$ cat config.mk
export PLATFORM = sky130hd
export DESIGN_NAME = mdu_arbiter
export DESIGN_NICKNAME = d
export VERILOG_FILES = /design/src/rtl/mdu_pkg.sv /design/src/rtl/rr_arbiter.sv /design/src/rtl/mdu_arbiter.sv
export SDC_FILE = /design/constraint.sdc
export NUM_CORES = 1
export LEC_CHECK = 0
export CAP_MARGIN = 20
export CORE_AREA = 3 3 116 118
export CTS_BUF_LIST = sky130_fd_sc_hd__clkbuf_4
export DETAILED_ROUTE_END_ITERATION = 8
export DIE_AREA = 0 0 119 121
export GPL_ROUTABILITY_DRIVEN = 1
export GPL_TIMING_DRIVEN = 1
export PLACE_DENSITY = 0.88
export SYNTH_ARGS = -nofsm -noshare
export SYNTH_HDL_FRONTEND = slang
export SYNTH_SLANG_ARGS = --single-unit
$ cat constraint.sdc
create_clock -name clk -period 1.65 [get_ports clk]
set_input_delay 0.33 -clock clk [delete_from_list [all_inputs] [get_ports clk]]
set_output_delay 0.33 -clock clk [all_outputs]
set_load 0.02 [all_outputs]
$ cat src/rtl/mdu_pkg.sv
// Shared definitions for the MDU arbiter: MDU operation encodings and FSM states.
package mdu_pkg;

    // MDU operation encoding (RISC-V M-extension funct3 order)
    localparam logic [2:0] MDU_MUL    = 3'd0;
    localparam logic [2:0] MDU_MULH   = 3'd1;
    localparam logic [2:0] MDU_MULHSU = 3'd2;
    localparam logic [2:0] MDU_MULHU  = 3'd3;
    localparam logic [2:0] MDU_DIV    = 3'd4;
    localparam logic [2:0] MDU_DIVU   = 3'd5;
    localparam logic [2:0] MDU_REM    = 3'd6;
    localparam logic [2:0] MDU_REMU   = 3'd7;

    localparam int MDU_XLEN = 32;

    // Arbiter sequencing: accept -> start pulse -> wait for MDU -> return result
    typedef enum logic [1:0] {
        IDLE  = 2'd0,
        ISSUE = 2'd1,
        WAIT  = 2'd2,
        RESP  = 2'd3
    } arb_state_t;

endpackage

$ cat src/rtl/rr_arbiter.sv
// Combinational round-robin pick: first asserted request at or after the pointer,
// wrapping around. Produces a one-hot grant, its index, and an any-grant flag.
module rr_arbiter #(
    parameter  int NUM_REQ = 2,
    localparam int IDX_W   = $clog2(NUM_REQ)
) (
    input  logic [NUM_REQ-1:0] i_req,
    input  logic [IDX_W-1:0]   i_ptr,
    output logic [NUM_REQ-1:0] o_gnt,
    output logic [IDX_W-1:0]   o_idx,
    output logic               o_valid
);

    // Scan requesters starting from the pointer; the first hit wins.
    always_comb begin
        int w_cand;
        // NOTE: every output gets a default before the scan so no path can infer a latch.
        o_gnt   = '0;
        o_idx   = '0;
        o_valid = 1'b0;
        w_cand  = 0;
        for (int i = 0; i < NUM_REQ; i++) begin
            w_cand = int'(i_ptr) + i;
            if (w_cand >= NUM_REQ) begin
                w_cand = w_cand - NUM_REQ;
            end
            if (!o_valid && i_req[w_cand]) begin
                o_valid       = 1'b1;
                o_idx         = IDX_W'(w_cand);
                o_gnt[w_cand] = 1'b1;
            end
        end
    end

endmodule

$ cat src/rtl/mdu_arbiter.sv
// Shares one multicycle MDU between NUM_REQ requesters. Grants round-robin,
// latches the winning operation, issues it with a one-cycle start pulse, waits
// for the MDU completion pulse and hands the result back over a valid/ready channel.
module mdu_arbiter
    import mdu_pkg::*;
#(
    parameter  int NUM_REQ = 2,
    localparam int IDX_W   = $clog2(NUM_REQ)
) (
    input  logic                    clk,
    input  logic                    rst,
    input  logic [NUM_REQ-1:0]      req_valid_i,
    output logic [NUM_REQ-1:0]      req_ready_o,
    input  logic [3*NUM_REQ-1:0]    req_op_i,
    input  logic [32*NUM_REQ-1:0]   req_rs1_i,
    input  logic [32*NUM_REQ-1:0]   req_rs2_i,
    output logic [NUM_REQ-1:0]      rsp_valid_o,
    input  logic [NUM_REQ-1:0]      rsp_ready_i,
    output logic [31:0]             rsp_data_o,
    output logic                    mdu_valid_o,
    output logic [2:0]              mdu_op_o,
    output logic [31:0]             mdu_rs1_o,
    output logic [31:0]             mdu_rs2_o,
    input  logic                    mdu_ready_i,
    input  logic [31:0]             mdu_rd_i,
    output logic                    busy_o
);

    arb_state_t           r_state;
    arb_state_t           w_next;
    logic [IDX_W-1:0]     r_rr_ptr;
    logic [IDX_W-1:0]     r_gnt_idx;
    logic [2:0]           r_op;
    logic [31:0]          r_rs1;
    logic [31:0]          r_rs2;
    logic [31:0]          r_result;

    logic [NUM_REQ-1:0]   w_gnt;
    logic [IDX_W-1:0]     w_gnt_idx;
    logic                 w_gnt_any;
    logic                 w_accept;
    logic [IDX_W-1:0]     w_ptr_next;

    rr_arbiter #(
        .NUM_REQ (NUM_REQ)
    ) u_rr_arbiter (
        .i_req   (req_valid_i),
        .i_ptr   (r_rr_ptr),
        .o_gnt   (w_gnt),
        .o_idx   (w_gnt_idx),
        .o_valid (w_gnt_any)
    );

    // A grant is only ever made from IDLE.
    assign w_accept   = (r_state == IDLE) && w_gnt_any;
    assign w_ptr_next = (w_gnt_idx == IDX_W'(NUM_REQ - 1)) ? '0 : w_gnt_idx + 1'b1;

    // State register; reset aborts any in-flight operation without a response.
    always_ff @(posedge clk) begin
        // NOTE: non-blocking assignments so every register samples pre-edge values.
        if (rst) begin
            r_state <= IDLE;
        end else begin
            r_state <= w_next;
        end
    end

    // Next-state decode and per-state handshake outputs.
    always_comb begin
        w_next      = r_state;
        req_ready_o = '0;
        rsp_valid_o = '0;
        mdu_valid_o = 1'b0;
        busy_o      = 1'b1;
        case (r_state)
            IDLE: begin
                busy_o = 1'b0;
                if (w_gnt_any) begin
                    req_ready_o = w_gnt;
                    w_next      = ISSUE;
                end
            end
            ISSUE: begin
                mdu_valid_o = 1'b1;
                w_next      = WAIT;
            end
            WAIT: begin
                if (mdu_ready_i) begin
                    w_next = RESP;
                end
            end
            RESP: begin
                rsp_valid_o[r_gnt_idx] = 1'b1;
                if (rsp_ready_i[r_gnt_idx]) begin
                    w_next = IDLE;
                end
            end
            default: w_next = IDLE;
        endcase
    end

    // Latch the granted operation and pointer on accept; capture the MDU result in WAIT.
    always_ff @(posedge clk) begin
        if (rst) begin
            r_rr_ptr  <= '0;
            r_gnt_idx <= '0;
            r_op      <= '0;
            r_rs1     <= '0;
            r_rs2     <= '0;
            r_result  <= '0;
        end else begin
            if (w_accept) begin
                r_gnt_idx <= w_gnt_idx;
                r_rr_ptr  <= w_ptr_next;
                r_op      <= req_op_i[3*w_gnt_idx +: 3];
                r_rs1     <= req_rs1_i[MDU_XLEN*w_gnt_idx +: MDU_XLEN];
                r_rs2     <= req_rs2_i[MDU_XLEN*w_gnt_idx +: MDU_XLEN];
            end
            if ((r_state == WAIT) && mdu_ready_i) begin
                r_result <= mdu_rd_i;
            end
        end
    end

    // The MDU only ever sees the latched copy, so requesters may change inputs after accept.
    assign mdu_op_o   = r_op;
    assign mdu_rs1_o  = r_rs1;
    assign mdu_rs2_o  = r_rs2;
    assign rsp_data_o = r_result;

endmodule

==> results of run 1 <==
==> per-stage QoR <==
step,instances,hold WS [ns]
finish,889,0.243
global route,889,0.230
CTS,880,0.209
detailed placement,862,0.447
global placement,862,0.442
floorplan,437,0.466
==> final cells by class <==
cell class	count	area share, %
well taps	172	2.80
multi-input cells	278	27.6
clock buffers	11	1.07
inverters	3	0.146
clock inverters	5	0.634
repair buffers	317	40.9
flip-flops and latches	103	26.8
==> power by group through the flow <==
| stage | Combinational [W] | Sequential, W | Clock [W] |
|---|---|---|---|
| 3_3_place_gp | 0.00406 | 0.00330 | 0 |
| 4_1_cts | 0.00401 | 0.00327 | 0.00134 |
| 2_1_floorplan | 0.00148 | 0.00387 | 0 |
| 5_1_grt | 0.00481 | 0.00337 | 0.00144 |
| 3_5_place_dp | 0.00416 | 0.00332 | 0 |
| 6_report | 0.00452 | 0.00332 | 0.00131 |
==> critical path: stages (launching register included) <==
cell and delay [ns]:
dfxtp_2 0.37, inv_2 0.09, ha_4 0.18, nand2_4 0.06
a21oi_2 0.12, buf_6 0.13
==> logic make-up after synthesis <==
logic type	share of synthesized area, %
AOI/OAI and AO/OA	31.8
DFF	48.9
and+or+nand+nor	10.5
buffers and inverters	7.15
adders and majority gates	1.19
muxes	0.475
==> routing by layer <==
layer	up-vias	global-route usage, %	wire length, um
met4	0	8.62	414
met2	245	37.1	8720
met1	2255	24.8	6450
met3	30	7.41	1580
met5	-	0	0
li1	2227	-	-
==> Yosys cell counts <==
library cell / number / area, um^2
a211oi_1: 1 / 7.51
a211oi_2: 1 / 12.5
a21boi_2: 1 / 11.3
a21oi_1: 50 / 250
a221o_1: 1 / 10.0
a311oi_1: 1 / 8.76
a32oi_1: 68 / 596
and2_1: 3 / 18.8
and2b_1: 1 / 7.51
and3_1: 1 / 6.26
buf_1: 6 / 22.5
buf_2: 19 / 95.1
buf_4: 4 / 30.0
buf_6: 7 / 78.8
clkbuf_1: 17 / 63.8
dfxtp_1: 103 / 2060
ha_1: 4 / 50.1
inv_1: 3 / 11.3
mux2i_1: 2 / 20.0
nand2_1: 66 / 248
nand2_2: 1 / 6.26
nand2b_1: 4 / 25.0
nand4_1: 17 / 106
nor2_1: 3 / 11.3
nor2b_1: 2 / 12.5
o21ai_2: 1 / 8.76
o2bb2ai_1: 50 / 438
==> how the worst max path moves through the flow <==
stage               slack, ns        endpoint            from
floorplan                0.07  req_ready_o[1]      r_state[0]
global placement        -0.42  req_ready_o[0]  req_valid_i[0]
detailed placement      -0.40  req_ready_o[0]  req_valid_i[0]
CTS                     -0.13  req_ready_o[0]      r_state[1]
global route            -0.20  req_ready_o[0]      r_state[0]
finish                  -0.10  req_ready_o[0]      r_state[0]
==> registers in the layout, summed over array words and instances (netlist names) <==
signal / count
r_state: 2
rsp_data_o: 32
mdu_rs2_o: 32
r_gnt_idx: 1
mdu_op_o: 3
mdu_rs1_o: 32
r_rr_ptr: 1
==> repair_timing <==
action,in CTS,in global routing
pin swaps,2,8
gates resized for setup,152,45
setup buffers,3,3
cloned,0,6
endpoints found under the setup margin,172,72
==> metrics.yaml, run 1 <==
intPower_w: 0.00559
slew_viol_final: 0
clockBufferDepth: 2
layout-drive-gt1-share_pct: 15.5
cts_sinks: 103
rows: 41
fillers: 1049
ys_ff_latch: 103
holdPathStages: 3
port_buffers: 277
r2r_start: "r_state[0]"
post-route-period-util_pct: 106
cp.arrival_ns: 1.42
htreeDepth: 3
synthCells: 437
post-route-util_pct: 61.2
routedWlPerCell_um: 19.3
fin_ws_ns: -0.103
grt_start_max_net_pins: 69
fin_area_um2: 7690
tritoncts: "yes"
final.setup.tns_ns: -0.381
violations: "negative setup slack"
min_from: "rst"
p_leak_nw: 3.08
clk_pin_slew_ns: 0.15
syn_area_um2: 4220
worst_pin_slew_ns: 0.525
start_util_pct: 33.6
grt_antenna_before_repair: 0
ys_seq_area_share_pct: 48.9
hold_class: "in -> reg"
start_kind: "register"
diodes: 0
syn_avg_cell_area_um2: 9.65
fmaxAchievable_mhz: 570
critPathMaxFanout: 4
grt_pass1_vias: 4751
drtIter0Drc: 299
cts-root-buf: "clkbuf_4"
gp_congestion: 0.847
hold_viol: 0
firstDrtPassIters: 4
hpwl_um: 11700
nets: 889
hold_end: "r_state[0]"
regArea_um2: 2060
chipHeight_um: 121
setup_viol: 6
core_um2: 12600
r2r-end: "mdu_rs2_o[15]"
postCtsHoldBufs: 0
vias: 4757
grt_overflow: 0
switching_share_pct: 38.9
ioPinCount: 278
clkPwrFrac_pct: 14.3
peakVddDrop_uv: 596
max_slew_margin_pct: 65.0
totalWireLength_um: 17200
path_class: "reg -> out"
maxCapViolCount: 0
mostFrequentLayoutCell: "clkdlybuf4s50_1"
grt_setup_unrepaired: "yes"
clock_latency_ns: 0.47
die-area_um2: 14400
p_total_w: 0.00915
areaGrowthSynthToFinish_pct: 82.4
dpl-instance-area_um2: 7220
r2r_slack_ns: 0.03
r2r_cells: 8
track_usage_pct: 21.6
status: "complete, but fails checks"
fin_crit_ns: 1.75
ys_warn_count: 0
cts_buffers: 9
syn_nets: 614
drc: 0
fp.dieW_um: 119
end_kind: "output pin"
seqPwrFrac_pct: 36.3
multi_input_area_um2: 2130
yosysUniqueCellTypes: 27
required_ns: 1.32
layout_common_cells: "clkdlybuf4s50_1 (170), dfxtp_1 (101), dlygate4sd2_1 (99), nand2_1 (65), a32oi_1 (62)"
ant_nets: 0
powerDensity_nw_per_um2: 1190
netSwitchingPower_w: 0.00356
grt_pass1_wl_um: 25000
vias_per_cell: 5.35
pwr-share-comb_pct: 49.4
dpl_worst_slack_ns: -0.401
skew_ns: 0.0103
(Power assumes the default switching activity.)
==> run 2, diff against run 1 <==
--- a/config.mk
+++ b/config.mk
@@ -5,7 +5,7 @@
 export SDC_FILE = /design/constraint.sdc
 export NUM_CORES = 1
 export LEC_CHECK = 0
-export CAP_MARGIN = 20
+export CAP_MARGIN = 10
 export CORE_AREA = 3 3 116 118
 export CTS_BUF_LIST = sky130_fd_sc_hd__clkbuf_4
 export DETAILED_ROUTE_END_ITERATION = 8
==> results of run 2 <==
The final DEF is identical to that of run 1; final timing and power are the same.
==> run 3, diff against run 2 <==
--- a/config.mk
+++ b/config.mk
@@ -6,13 +6,14 @@
 export NUM_CORES = 1
 export LEC_CHECK = 0
 export CAP_MARGIN = 10
-export CORE_AREA = 3 3 116 118
+export CORE_AREA = 3 3 107 109
 export CTS_BUF_LIST = sky130_fd_sc_hd__clkbuf_4
 export DETAILED_ROUTE_END_ITERATION = 8
-export DIE_AREA = 0 0 119 121
+export DIE_AREA = 0 0 110 112
 export GPL_ROUTABILITY_DRIVEN = 1
 export GPL_TIMING_DRIVEN = 1
-export PLACE_DENSITY = 0.88
+export MAX_ROUTING_LAYER = met4
+export PLACE_DENSITY = 0.95
 export SYNTH_ARGS = -nofsm -noshare
 export SYNTH_HDL_FRONTEND = slang
 export SYNTH_SLANG_ARGS = --single-unit
==> constraint.sdc (replaced) <==
create_clock -name clk -period 2.2 [get_ports clk]
set_input_delay 0.44 -clock clk [delete_from_list [all_inputs] [get_ports clk]]
set_output_delay 0.44 -clock clk [all_outputs]
set_load 0.02 [all_outputs]
==> run 3 against run 2 <==
Compared with the run above:
- utilization is 6.1 points higher
- first-iteration DRC count is 24% higher
- die area is 14% lower
- the run now ends clean
- hold slack better by 0.13 ns
- global-route usage is 4.0 points higher
- design area is 6.4% lower
- sequential power is 25% lower
- clock skew is 0.0018 ns higher
- sequential cell count stayed put
- clock power is 28% lower
- sequential share of layout area is 1.8 points higher
- register-to-register slack better by 0.39 ns
==> metrics.yaml, run 3 (synthesis gave the netlist of run 1 again) <==
tritoncts: "yes"
firstDrtPassIters: 5
cts_sinks: 103
clk_pin_slew_ns: 0.17
ioPinCount: 278
track_usage_pct: 25.6
cp_top_family: "buffers and inverters"
ant_nets: 0
cp_num_buf_inv: 4
max_slew_margin_pct: 53.9
pwr-share-comb_pct: 46.5
vias_per_cell: 5.64
dpl_worst_slack_ns: -0.00168
start_kind: "register"
start_util_pct: 39.4
gp_congestion: 0.800
maxCapViolCount: 0
core_um2: 10700
peakVddDrop_uv: 532
routedWlPerCell_um: 19.1
clkPwrFrac_pct: 14.7
totalWireLength_um: 15900
powerDensity_nw_per_um2: 890
cts-root-buf: "clkbuf_4"
intPower_w: 0.00391
grt_start_max_net_pins: 69
hpwl_um: 11600
rows: 38
slew_viol_final: 0
clockBufferDepth: 2
status: "finished clean"
r2r_cells: 4
areaGrowthSynthToFinish_pct: 70.7
p_leak_nw: 2.44
end_kind: "output pin"
layout-drive-gt1-share_pct: 6.94
grt_pass1_vias: 4822
mostFrequentLayoutCell: "clkdlybuf4s50_1"
drtIter0Drc: 371
r2r-end: "mdu_rs1_o[11]"
startpoint: "r_state[0]"
slowest_stage: "dfxtp_2"
critical-path-max-stage-delay_ns: 0.40
instances_no_fill: 832
cp.arrival_ns: 1.65
cts_buffers: 9
switching_share_pct: 39.0
drc: 0
worstPathCellList: "inv_2 -> ha_4 -> buf_4 -> inv_1 -> dlygate4sd2_1"
hold_end: "mdu_rs2_o[24]"
nets: 864
hold_slack_ns: 0.369
grt_setup_unrepaired: "no"
netSwitchingPower_w: 0.00250
placedCellCount: 816
htreeDepth: 3
layout_common_cells: "clkdlybuf4s50_1 (269), dfxtp_1 (101), a32oi_1 (68), nand2_1 (66), o2bb2ai_1 (50)"
grt_pass1_wl_um: 24400
critPathMaxFanout: 10
skew_ns: 0.0121
die-area_um2: 12300
holdPathStages: 2
required_ns: 1.76
r2r_slack_ns: 0.42
r2r_start: "r_rr_ptr"
min_from: "rst"
fmaxAchievable_mhz: 479
grt_antenna_before_repair: 0
hold_viol: 0
worst_pin_slew_ns: 0.692
seqPwrFrac_pct: 38.8
fin_ws_ns: 0.113
postCtsSetupRepairBufs: 0
fin_crit_ns: 2.09
setup_viol: 0
fp.dieW_um: 110
clock_latency_ns: 0.45
chipHeight_um: 112
vias: 4690
grt_overflow: 0
post-route-period-util_pct: 94.8
path_class: "reg -> out"
port_buffers: 277
postCtsHoldBufs: 0
hold_class: "in -> reg"
diodes: 0
## run 3: changes by cell type in the layout (fill, tap and decap cells not counted), moves of 18 or more
cell	delta
dlygate4sd2_1	-95
o2bb2ai_1	+21
buf_6	-18
o2bb2ai_2	-21
clkdlybuf4s50_1	+99
## run 3: worst reg2reg max path: stages, from the launching register on
cell and delay [ns]:
dfxtp_1 0.53, nand2b_2 0.19, buf_4 0.56, a32oi_1 0.25, o2bb2ai_1 0.19
## run 3: power by group through the flow
stage	Sequential [W]	Combinational [W]	Clock (W)
after floorplan	0.00291	0.00111	0
after global placement	0.00248	0.00282	0
after detailed placement	0.00251	0.00293	0
after CTS	0.00248	0.00295	0.000974
after global routing	0.00253	0.00317	0.00105
final	0.00249	0.00298	0.000939
## run 3: how the worst max path moves through the flow
stage	endpoint	slack (ns)	depth (start not counted)
floorplan	req_ready_o[1]	0.51	5
global placement	req_ready_o[1]	0.007	4
detailed placement	req_ready_o[1]	-0.002	4
CTS	req_ready_o[0]	0.02	6
global route	req_ready_o[0]	0.03	6
finish	busy_o	0.11	5
## run 3: per-stage QoR
stage	util, %	setup TNS (ns)	total power [W]	area, um^2
final	67.3	0	0.00641	7200
after global routing	67.3	0	0.00675	7200
after CTS	67.1	0	0.00640	7180
after detailed placement	65.8	-0.00168	0.00544	7040
after global placement	65.8	0	0.00531	7040
after floorplan	-	0	0.00402	4220
## run 3: area by class of cell
type	instances	area [um^2]
Timing Repair Buffer	292	2930
Multi-Input combinational cell	278	1880
Inverter	3	11.3
Clock inverter	7	63.8
Fill cell	786	3500
Tap cell	140	175
Clock buffer	9	67.6
Sequential cell	103	2060
## run 3: layer usage
metal  vias to the layer above  GRT usage [%]  part of all wire, %
met3                        26           5.86                  9.1
met1                      2224           29.4                   38
met4                         0           7.98                  1.8
met2                       256           43.8                   51
li1                       2184              -                    -
met5                         -              -                    0
## run 3: timing repair
item	CTS	global route
endpoints found under the hold margin	0	0
setup endpoints to repair	5	2
resized for setup	11	6
pin swaps	0	1
